### src/rtl/opsel_pipe.sv
// opsel_pipe: registered operand selector for the GF(2^m) inversion datapath.
// Picks multiplicands A and B from NUM_IN flattened candidates, flags
// out-of-range selects, and queues results in a DEPTH-entry FIFO that is
// drained through a valid/ready handshake.
// Optional build macro OPSEL_BYPASS_EN: an empty FIFO presents the incoming
// selection on the outputs in the same cycle (zero-latency pass-through).
module opsel_pipe #(
  parameter  int WIDTH  = 8,
  parameter  int NUM_IN = 4,
  parameter  int DEPTH  = 2,
  localparam int SEL_W  = $clog2(NUM_IN)
) (
  input  logic                    clk,
  input  logic                    rst_n,
  input  logic [NUM_IN*WIDTH-1:0] din,
  input  logic [SEL_W-1:0]        sel_a,
  input  logic [SEL_W-1:0]        sel_b,
  input  logic                    in_valid,
  output logic                    in_ready,
  output logic [WIDTH-1:0]        out_a,
  output logic [WIDTH-1:0]        out_b,
  output logic                    sel_err,
  output logic                    out_valid,
  input  logic                    out_ready
);

  localparam int CNT_W = $clog2(DEPTH + 1);
  localparam int PTR_W = (DEPTH > 1) ? $clog2(DEPTH) : 1;
  localparam logic [CNT_W-1:0] FULL_C  = CNT_W'(DEPTH);
  localparam logic [PTR_W-1:0] LAST_C  = PTR_W'(DEPTH - 1);
  localparam logic [SEL_W:0]   NUM_C   = (SEL_W + 1)'(NUM_IN);

  logic [WIDTH-1:0] mem_a_q [DEPTH];
  logic [WIDTH-1:0] mem_a_d [DEPTH];
  logic [WIDTH-1:0] mem_b_q [DEPTH];
  logic [WIDTH-1:0] mem_b_d [DEPTH];
  logic             err_q   [DEPTH];
  logic             err_d   [DEPTH];
  logic [CNT_W-1:0] cnt_q, cnt_d;
  logic [PTR_W-1:0] wptr_q, wptr_d;
  logic [PTR_W-1:0] rptr_q, rptr_d;

  logic [WIDTH-1:0] a_sel, b_sel;
  logic             err_sel;
  logic             push, pop, wr;

  // Pointers wrap explicitly so DEPTH need not be a power of two.
  function automatic logic [PTR_W-1:0] ptr_inc(input logic [PTR_W-1:0] p);
    return (p == LAST_C) ? '0 : p + PTR_W'(1);
  endfunction

  // Candidate mux; an out-of-range select matches no candidate and yields 0.
  always_comb begin
    a_sel = '0;
    b_sel = '0;
    for (int k = 0; k < NUM_IN; k++) begin
      if (sel_a == SEL_W'(k)) a_sel = din[k*WIDTH +: WIDTH];
      if (sel_b == SEL_W'(k)) b_sel = din[k*WIDTH +: WIDTH];
    end
    err_sel = ({1'b0, sel_a} >= NUM_C) | ({1'b0, sel_b} >= NUM_C);
  end

  // Handshake flags and head-entry outputs.
  always_comb begin
    in_ready = (cnt_q != FULL_C);
    push     = in_valid & in_ready;
`ifdef OPSEL_BYPASS_EN
    out_valid = (cnt_q != '0) | in_valid;
    pop       = (cnt_q != '0) & out_ready;
    if (cnt_q == '0) begin
      out_a   = a_sel;
      out_b   = b_sel;
      sel_err = err_sel;
      // Consumed on the spot: nothing is stored.
      wr      = push & ~out_ready;
    end else begin
      out_a   = mem_a_q[rptr_q];
      out_b   = mem_b_q[rptr_q];
      sel_err = err_q[rptr_q];
      wr      = push;
    end
`else
    out_valid = (cnt_q != '0);
    pop       = out_valid & out_ready;
    wr        = push;
    out_a     = mem_a_q[rptr_q];
    out_b     = mem_b_q[rptr_q];
    sel_err   = err_q[rptr_q];
`endif
  end

  // Next-state for FIFO storage, pointers and occupancy count.
  always_comb begin
    mem_a_d = mem_a_q;
    mem_b_d = mem_b_q;
    err_d   = err_q;
    wptr_d  = wptr_q;
    rptr_d  = rptr_q;
    cnt_d   = cnt_q;
    if (wr) begin
      mem_a_d[wptr_q] = a_sel;
      mem_b_d[wptr_q] = b_sel;
      err_d[wptr_q]   = err_sel;
      wptr_d          = ptr_inc(wptr_q);
    end
    if (pop) begin
      rptr_d = ptr_inc(rptr_q);
    end
    case ({wr, pop})
      2'b10:   cnt_d = cnt_q + CNT_W'(1);
      2'b01:   cnt_d = cnt_q - CNT_W'(1);
      default: cnt_d = cnt_q;
    endcase
  end

  // State registers; asynchronous reset empties the FIFO and clears storage.
  always_ff @(posedge clk or negedge rst_n) begin
    if (!rst_n) begin
      mem_a_q <= '{default: '0};
      mem_b_q <= '{default: '0};
      err_q   <= '{default: 1'b0};
      wptr_q  <= '0;
      rptr_q  <= '0;
      cnt_q   <= '0;
    end else begin
      mem_a_q <= mem_a_d;
      mem_b_q <= mem_b_d;
      err_q   <= err_d;
      wptr_q  <= wptr_d;
      rptr_q  <= rptr_d;
      cnt_q   <= cnt_d;
    end
  end

endmodule

### config.mk
export PLATFORM = sky130hd
export DESIGN_NAME = opsel_pipe
export DESIGN_NICKNAME = d
export VERILOG_FILES = /design/src/rtl/opsel_pipe.sv
export SDC_FILE = /design/constraint.sdc
export NUM_CORES = 1
export LEC_CHECK = 0
export ABC_AREA = 1
export CAP_MARGIN = 15
export CORE_UTILIZATION = 45
export DETAILED_ROUTE_END_ITERATION = 6
export HOLD_SLACK_MARGIN = 0.02
export PLACE_DENSITY = 0.75
export SETUP_SLACK_MARGIN = 0.3
export SYNTH_ARGS = -nofsm -noshare
export SYNTH_HDL_FRONTEND = slang
export SYNTH_SLANG_ARGS = --single-unit
### constraint.sdc
create_clock -name clk -period 1.85 [get_ports clk]
set_input_delay 0.37 -clock clk [delete_from_list [all_inputs] [get_ports clk]]
set_output_delay 0.37 -clock clk [all_outputs]
set_load 0.03 [all_outputs]
==> flow_metrics.tcl, run 1 <==
set metrics [dict create \
    status "complete, no violations" \
    maxSlewViolCount 0 \
    syn2layout_area_growth_pct 37.0 \
    crit_type "flop to output port" \
    synth.avg_cell_area_sq_um 6.94 \
    rsz0062_at_grt "yes" \
    yosysWarnings 0 \
    p_comb_frac 0.563 \
    hold_viol 0 \
    synth.area.top_cells "dfrtp_1, nand2_1, nand3_1" \
    synth_cell_types 20 \
    fin_tns_setup_ns 0 \
    cp.required_ns 1.48 \
    clock_path_buffers 2 \
    antenna_cells 0 \
    p_clk_frac 0.128 \
    path_delay_family "flip-flops" \
    die-area_sq_um 5220 \
    wl_per_cell_um 13.4 \
    clk_pin_slew_worst_paths_ns 0.08 \
    initial_core_util 0.470 \
    holdWs_ns 0.480 \
    critPathSlowestCell "dfrtp_1" \
    die_h_um 72.3 \
    synthAdderAreaFrac 0.00563 \
    power_leakage_uw 0.00159 \
    vias_per_cell 5.12 \
    antenna_found_initial 0 \
    path_buf_inv 3 \
    cts_sinks 38 \
    yosys_register_bits 38 \
    critPathCaptureType "output port" \
    clock_skew_ns 0.00953 \
    yosysSeqAreaShare 0.428 \
    synth_top_family_by_area "simple AND/OR/NAND/NOR gates" \
    chipWidth_um 72.3 \
    powerDensity_nw_per_um2 1520 \
    cts_buffers 5 \
    first_pass_iters 5 \
    grt.total_usage 0.257 \
    muxShareOfSynthArea 0 \
    fmax_ghz 0.636 \
    numPortBuffers 58 \
    internal-power_uw 2560 \
    nets 429 \
    period_needed_ns 1.57 \
    ctsRootBufferMaster "clkbuf_8" \
    synth_top_area_share 0.428 \
    critPathMaxStageDelay_ns 0.39 \
    crit_chain "clkinv_2 -> buf_4 -> nand2_1 -> nand2_2 -> buf_6" \
    dp.cells 447 \
    grt_pass1_wl_um 10200 \
    dp_hpwl_um 4500 \
    final_cells 456 \
    worstSkewPairLatency_ns 0.29 \
    grt_pass1_vias 2134 \
    yosys.area_share.simple 0.439 \
    vias 2335 \
    synth_xor_area_frac 0.0118 \
    grt_max_degree 39 \
    critPathLaunchType "flop" \
    core_sq_um 4720 \
    slew-limit-headroom 0.670 \
    period_share 0.849 \
    synth_fp_nets 361 \
    drt_iter0_drc 210 \
    worst_pin_slew_ns 0.495 \
    cts_hold_buf 0 \
    rows 25 \
    synth_compound_area_frac 0.0405 \
    ios 59 \
    critPathMaxFanout 6 \
    routed_wl_um 6110 \
    drive_gt1_frac 0.152 \
    cts_tree "built" \
    synth_cells 320 \
    netSwitchingFraction 0.449 \
    netlist_area_sq_um 2220 \
    max-cap-violations 0 \
    hold_path_class "flop to flop" \
    postRouteAntennaNets 0 \
    h-tree-depth 2 \
    drc 0 \
    grt_overflow_total 0 \
    switchingPower_uw 2080 \
    power_frac_seq 0.310 \
    gp_congestion 0.869 \
    setup_viol 0 \
    synth_top_cell_by_area "dfrtp_1" \
    irDropWorstVdd_mv 0.667 \
    cp.arrival_ns 1.20 \
]
==> cells by family (layout without fill, tap and decap cells) <==
group                    count (synthesis)  in the layout
AO/OA/AOI/OAI                           18             18
XOR/XNOR                                 3              3
adder cells (fa/ha/maj)                  1              1
buffers and inverters                   35            104
flip-flops                              38             38
AND/OR/NAND/NOR                        225            225
==> sequential cells by signal, indices dropped and copies added, names as in the netlist <==
name,cells
rptr_q,1
wptr_q,1
mem_b_q,16
cnt_q,2
mem_a_q,16
err_q,2
==> worst reg2reg max path, delay by kind of cell (launching register included) <==
family,cells,cell delay [ns]
AO/OA/AOI/OAI,1,0.12
XOR/XNOR,1,0.14
adder cells (fa/ha/maj),1,0.29
buffers and inverters,2,0.16
flip-flops,1,0.42
AND/OR/NAND/NOR,3,0.23
==> per-stage QoR <==
step                setup WS, ns  power (uW)  area [sq um]  utilization
finish                     0.279        4640          3040        0.645
global placement          0.0885        3930          2930        0.619
global route               0.232        4950          3040        0.645
CTS                        0.272        4590          3020        0.639
detailed placement       0.00424        3970          2930        0.619
floorplan                  0.358        3010          2220            -
==> worst paths after layout <==
path	startpoint	end	slack [ns]	cells after the start
min	mem_b_q[8]$_DFFE_PN0P_	mem_b_q[8]$_DFFE_PN0P_	0.48	2
max	rptr_q$_DFFE_PN0P_	out_b[0]	0.28	5
min in group asynchronous	rst_n	wptr_q$_DFFE_PN0P_	0.51	2
max reg2reg	cnt_q[0]$_DFFE_PN0P_	cnt_q[1]$_DFFE_PN0P_	0.38	8
min reg2reg	mem_b_q[8]$_DFFE_PN0P_	mem_b_q[8]$_DFFE_PN0P_	0.48	2
max in group asynchronous	rst_n	mem_a_q[3]$_DFFE_PN0P_	0.99	2
==> layer usage <==
| metal | track usage | part of all wire | up-vias |
|---|---|---|---|
| li1 | - | - | 1152 |
| met1 | 0.350 | 0.46 | 1070 |
| met5 | 0 | 0 | - |
| met2 | 0.422 | 0.46 | 107 |
| met4 | 0.0719 | 0.011 | 0 |
| met3 | 0.0472 | 0.067 | 6 |
==> cells in the mapped netlist <==
| cell type | n |
|---|---|
| inv_1 | 18 |
| or2_2 | 1 |
| dfrtp_1 | 38 |
| ha_1 | 1 |
| inv_2 | 3 |
| o21ai_0 | 17 |
| nor2_8 | 2 |
| nand2_1 | 152 |
| xnor2_1 | 1 |
| inv_4 | 1 |
| buf_6 | 4 |
| clkbuf_1 | 4 |
| xor2_1 | 2 |
| a21oi_1 | 1 |
| clkinv_1 | 1 |
| nand2_4 | 2 |
| nand3_1 | 64 |
| buf_2 | 3 |
| nor2_1 | 4 |
| buf_1 | 1 |
==> power groups by stage <==
| stage | clock (uW) | combinational (uW) | sequential [uW] |
|---|---|---|---|
| final | 592 | 2610 | 1440 |
| after global routing | 621 | 2850 | 1480 |
| after CTS | 593 | 2570 | 1430 |
| after detailed placement | 0 | 2540 | 1440 |
| after global placement | 0 | 2500 | 1430 |
| after floorplan | 0 | 1630 | 1380 |
==> placed cells by master (no fill, tap or decap), types with 4 or more instances in the layout <==
| cell type | instances |
|---|---|
| clkbuf_8 | 6 |
| inv_2 | 4 |
| clkdlybuf4s50_1 | 39 |
| buf_4 | 20 |
| nand2_2 | 5 |
| nand3_1 | 64 |
| nand2_1 | 147 |
| buf_6 | 11 |
| inv_1 | 17 |
| dfrtp_1 | 38 |
| o21ai_0 | 16 |
==> final cells by class <==
class | instances | area, sq um
clock inverter | 1 | 5.00
sequential | 38 | 951
tap | 67 | 83.8
clock buffer | 7 | 86.3
multi-input combinational | 247 | 1120
timing repair buffer | 73 | 707
fill | 442 | 1680
inverter | 23 | 90.1
==> repair_timing <==
item	4_1_cts	5_1_grt
buffers inserted	0	1
resized for setup	114	8
pin swaps	0	0
endpoints found under the setup margin	18	48
Note: power is estimated with default switching activity, not from simulation.
==> run 2, diff against run 1 <==
==> constraint.sdc (replaced) <==
create_clock -name clk -period 1.5 [get_ports clk]
set_input_delay 0.3 -clock clk [delete_from_list [all_inputs] [get_ports clk]]
set_output_delay 0.3 -clock clk [all_outputs]
set_load 0.03 [all_outputs]
==> flow_metrics.tcl, run 2 (synthesis results as in run 1) <==
set metrics [dict create \
    crit_start "rptr_q$_DFFE_PN0P_" \
    setup_viol 16 \
    gp_congestion 0.975 \
    drive_gt1_frac 0.366 \
    h-tree-depth 2 \
    grt_max_degree 39 \
    grt_overflow_total 0 \
    crit_chain "buf_6 -> nand2_1 -> nand2_2 -> buf_4" \
    first_pass_iters 5 \
    cp.arrival_ns 1.26 \
    path_buf_inv 2 \
    die_h_um 72.3 \
    cts_tree "built" \
    fillerInstances 291 \
    grt_pass1_vias 2516 \
    drt_iter0_drc 193 \
    antenna_found_initial 0 \
    grt_pass1_wl_um 11800 \
    grt.total_usage 0.299 \
    critPathCaptureType "output port" \
    cts_hold_buf 0 \
    path_delay_family "flip-flops" \
    ctsRootBufferMaster "clkbuf_8" \
    critPathLaunchType "flop" \
    irDropWorstVdd_mv 1.13 \
    rows 25 \
    slew-limit-headroom 0.812 \
    hold_viol 0 \
    antenna_cells 0 \
    reg.largest.list "mem_a_q: 16 flops, mem_b_q: 16 flops" \
    routed_wl_um 7950 \
    cts_buffers 5 \
    vias 2624 \
    powerDensity_nw_per_um2 1940 \
    dp_hpwl_um 4620 \
    mostFrequentLayoutCell "nand2_1" \
    critPathSlowestCell "dfrtp_2" \
    worst_pin_slew_ns 0.282 \
    power_leakage_uw 0.00184 \
    critPathMaxStageDelay_ns 0.47 \
    clock_path_buffers 2 \
    ios 59 \
    vias_per_cell 5.50 \
    crit_type "flop to output port" \
    period_needed_ns 1.56 \
    r2r_setup_slack_ns 0.06 \
    initial_core_util 0.470 \
    worst-r2r-cell-count 8 \
    final_util 0.805 \
    core_sq_um 4720 \
    design_area_sq_um 3800 \
    cts_sinks 38 \
    wl_per_cell_um 16.7 \
    worstSkewPairLatency_ns 0.30 \
    drc 0 \
    numPortBuffers 58 \
    period_share 1.04 \
    cp.required_ns 1.20 \
    status "finished with violations" \
    worst_slack_ns -0.0597 \
    clk_pin_slew_worst_paths_ns 0.09 \
    nets 450 \
    violations "negative setup slack" \
    die-area_sq_um 5220 \
    cp.depth 4 \
    hold_path_class "input port to asynchronous set/reset pin" \
    fmax_ghz 0.641 \
    fin_tns_setup_ns -0.589 \
    rsz0062_at_grt "yes" \
    dpl_cell_area_sq_um 3050 \
    chipWidth_um 72.3 \
    maxSlewViolCount 0 \
    r2r_start "cnt_q[0]$_DFFE_PN0P_" \
    layout_common_cells "nand2_1, dfrtp_1, clkdlybuf4s50_1" \
    max-cap-violations 0 \
    critPathMaxFanout 8 \
    postRouteAntennaNets 0 \
    clock_skew_ns 0.00933 \
    syn2layout_area_growth_pct 71.0 \
]
run 2: cell count changes in the layout (fill, tap and decap cells not counted), sizes merged:
cell / delta
buf: +22
bufinv: +2
clkbuf: -1
clkdlybuf4s15: -2
clkdlybuf4s50: -5
clkinv: -1
dlygate4sd2: +5
inv: +1
run 2: worst paths after layout:
check,end
setup / recovery,out_b[0]
hold / removal,mem_a_q[9]$_DFFE_PN0P_
setup reg to reg,cnt_q[1]$_DFFE_PN0P_
hold reg to reg,mem_a_q[3]$_DFFE_PN0P_
max in group asynchronous,rptr_q$_DFFE_PN0P_
min in group clk,mem_a_q[3]$_DFFE_PN0P_
run 2: metal layers:
metal  GRT usage  routed length, um  vias up
met2       0.518               4160      149
met1       0.367               2880     1257
met4       0.131                286        0
li1            -                  -     1192
met3      0.0486                611       26
met5           0                  0        -
run 2: power by group:
group	switching (uW)	internal, uW	total (uW)
clock	408	667	1080
sequential	360	1480	1840
combinational	2490	1970	4470
run 2: metrics by stage:
step | std cells | hold slack (ns) | setup slack [ns] | power (uW)
final | 477 | 0.381 | -0.0597 | 7380
after global routing | 477 | 0.395 | -0.114 | 7760
after CTS | 471 | 0.390 | -0.0537 | 6610
after detailed placement | 454 | 0.459 | -0.227 | 5030
after global placement | 454 | 0.454 | -0.177 | 4970
after floorplan | 320 | 0.00441 | 0.110 | 3900
run 2: cell type report:
cell class	instances	area, sq um	area share
timing repair buffer	94	1010	0.267
inverter	23	109	0.0286
clock inverter	3	68.8	0.0181
tap	67	83.8	0.0221
clock buffer	5	68.8	0.0181
sequential	38	952	0.251
multi-input combinational	247	1500	0.395
run 2: what timing repair did:
item,in CTS,in global routing
buffers inserted,8,5
resized for setup,66,49
endpoints found under the setup margin,56,55
pin swaps,20,19
cloned,1,1
==> run 3, diff against run 2 <==
--- a/config.mk
+++ b/config.mk
@@ -6,11 +6,12 @@
 export NUM_CORES = 1
 export LEC_CHECK = 0
 export ABC_AREA = 1
-export CAP_MARGIN = 15
+export CAP_MARGIN = 5
 export CORE_UTILIZATION = 45
 export DETAILED_ROUTE_END_ITERATION = 6
 export HOLD_SLACK_MARGIN = 0.02
 export PLACE_DENSITY = 0.75
+export RECOVER_POWER = 25
 export SETUP_SLACK_MARGIN = 0.3
 export SYNTH_ARGS = -nofsm -noshare
 export SYNTH_HDL_FRONTEND = slang
==> flow_metrics.tcl, run 3 (synthesis results as in run 1) <==
set metrics [dict create \
    status "finished with violations" \
    violations "negative setup slack" \
    gp_congestion 0.975 \
    die_h_um 72.3 \
    cts_buffers 5 \
    worstSkewPairLatency_ns 0.30 \
    irDropWorstVdd_mv 1.13 \
    hold_viol 0 \
    r2r_end "cnt_q[1]$_DFFE_PN0P_" \
    period_needed_ns 1.56 \
    die-area_sq_um 5220 \
    vias 2615 \
    critPathMaxStageDelay_ns 0.47 \
    seq_area_sq_um 952 \
    ctsRootBufferMaster "clkbuf_8" \
    clk_pin_slew_worst_paths_ns 0.09 \
    cts_tree "built" \
    cts_hold_buf 0 \
    slew-limit-headroom 0.350 \
    critPathSlowestCell "dfrtp_2" \
    netSwitchingFraction 0.442 \
    grt_pass1_vias 2516 \
    layout_common_cells "nand2_1, dfrtp_1, clkdlybuf4s50_1" \
    hold-path-cell-count 2 \
    critPathLaunchType "flop" \
    postRouteAntennaNets 0 \
    grt.total_usage 0.299 \
    worst_pin_slew_ns 0.975 \
    hold_path_class "flop to flop" \
    r2r_setup_slack_ns 0.06 \
    p_comb_frac 0.605 \
    crit_start "rptr_q$_DFFE_PN0P_" \
    routed_wl_um 7920 \
    internal-power_uw 4120 \
    ios 59 \
    vias_per_cell 5.48 \
    antenna_cells 0 \
    crit_chain "buf_6 -> nand2_1 -> nand2_2 -> buf_4" \
    worst-r2r-cell-count 8 \
    switchingPower_uw 3260 \
    multi_input_area_sq_um 1500 \
    antenna_found_initial 0 \
    mostFrequentLayoutCell "nand2_1" \
    syn2layout_area_growth_pct 70.3 \
    numPortBuffers 58 \
    cp.required_ns 1.20 \
    critPathMaxFanout 8 \
    max-cap-violations 0 \
    rsz0062_at_grt "yes" \
    p_clk_frac 0.145 \
    crit_type "flop to output port" \
    nets 450 \
    rows 25 \
    setup_viol 16 \
    worst_slack_ns -0.0598 \
    maxSlewViolCount 0 \
    dp_hpwl_um 4620 \
    r2r_start "cnt_q[0]$_DFFE_PN0P_" \
    drt_iter0_drc 192 \
    fin_tns_setup_ns -0.593 \
    period_share 1.04 \
    powerDensity_nw_per_um2 1950 \
    cts_sinks 38 \
    h-tree-depth 2 \
    clock_path_buffers 2 \
    power_leakage_uw 0.00183 \
    power_frac_seq 0.250 \
    reg.largest.list "mem_a_q: 16 flops, mem_b_q: 16 flops" \
    drive_gt1_frac 0.366 \
    chipWidth_um 72.3 \
    worstHoldEndpoint "mem_a_q[3]$_DFFE_PN0P_" \
    grt_pass1_wl_um 11800 \
    wl_per_cell_um 16.6 \
    worstHoldStart "mem_a_q[3]$_DFFE_PN0P_" \
    pre_cts_ws_ns -0.227 \
    cp.arrival_ns 1.26 \
    critPathCaptureType "output port" \
    core_sq_um 4720 \
    first_pass_iters 5 \
    clock_skew_ns 0.00921 \
    grt_overflow_total 0 \
    fillerInstances 293 \
    fmax_ghz 0.641 \
    path_delay_family "flip-flops" \
    initial_core_util 0.470 \
    grt_max_degree 39 \
    drc 0 \
    path_buf_inv 2 \
]
## run 3: layout make-up
| class | instances | area share |
|---|---|---|
| well taps | 67 | 0.0221 |
| multi-input cells | 247 | 0.397 |
| repair buffers | 94 | 0.264 |
| inverters | 23 | 0.0288 |
| flip-flops and latches | 38 | 0.252 |
| clock buffers | 5 | 0.0182 |
| clock inverters | 3 | 0.0182 |
## run 3: worst min-delay path, delay by kind of cell, from the launching register on
kind,cells,cell delay (ns)
flip-flops,1,0.35
AND/OR/NAND/NOR,2,0.09
## run 3: how the worst max path moves through the flow
stage	slack (ns)	depth (start not counted)	end
floorplan	0.11	8	cnt_q[1]$_DFFE_PN0P_
detailed placement	-0.23	6	mem_b_q[11]$_DFFE_PN0P_
global route	-0.11	4	out_a[0]
CTS	-0.05	4	out_a[4]
finish	-0.06	4	out_b[0]
global placement	-0.18	6	mem_b_q[11]$_DFFE_PN0P_
## run 3: layer usage
metal | GRT usage | wire (um)
met1 | 0.367 | 2920
met2 | 0.518 | 4150
met3 | 0.0486 | 578
met4 | 0.131 | 278
met5 | 0 | 0
## run 3: through the flow
step           utilization  hold WS, ns  cell area (sq um)  power (uW)  std cells
2_1_floorplan            -      0.00441               2300        3900        320
3_3_place_gp         0.646        0.454               3050        4970        454
3_5_place_dp         0.646        0.459               3050        5030        454
4_1_cts              0.750        0.390               3540        6610        471
5_1_grt              0.801        0.489               3780        7750        477
6_report             0.801        0.482               3780        7370        477
## run 3: timing repair
| action | 4_1_cts | 5_1_grt |
|---|---|---|
| resized for setup | 66 | 49 |
| setup endpoints to repair | 56 | 55 |
| setup buffers | 8 | 5 |
| gates cloned | 1 | 1 |
| pin swaps | 20 | 19 |
## run 3: power groups by stage
stage | logic, uW | registers (uW) | clock network (uW)
after floorplan | 2200 | 1700 | 0
after global placement | 3210 | 1760 | 0
after detailed placement | 3250 | 1780 | 0
after CTS | 3770 | 1770 | 1070
after global routing | 4750 | 1890 | 1110
final | 4460 | 1840 | 1070
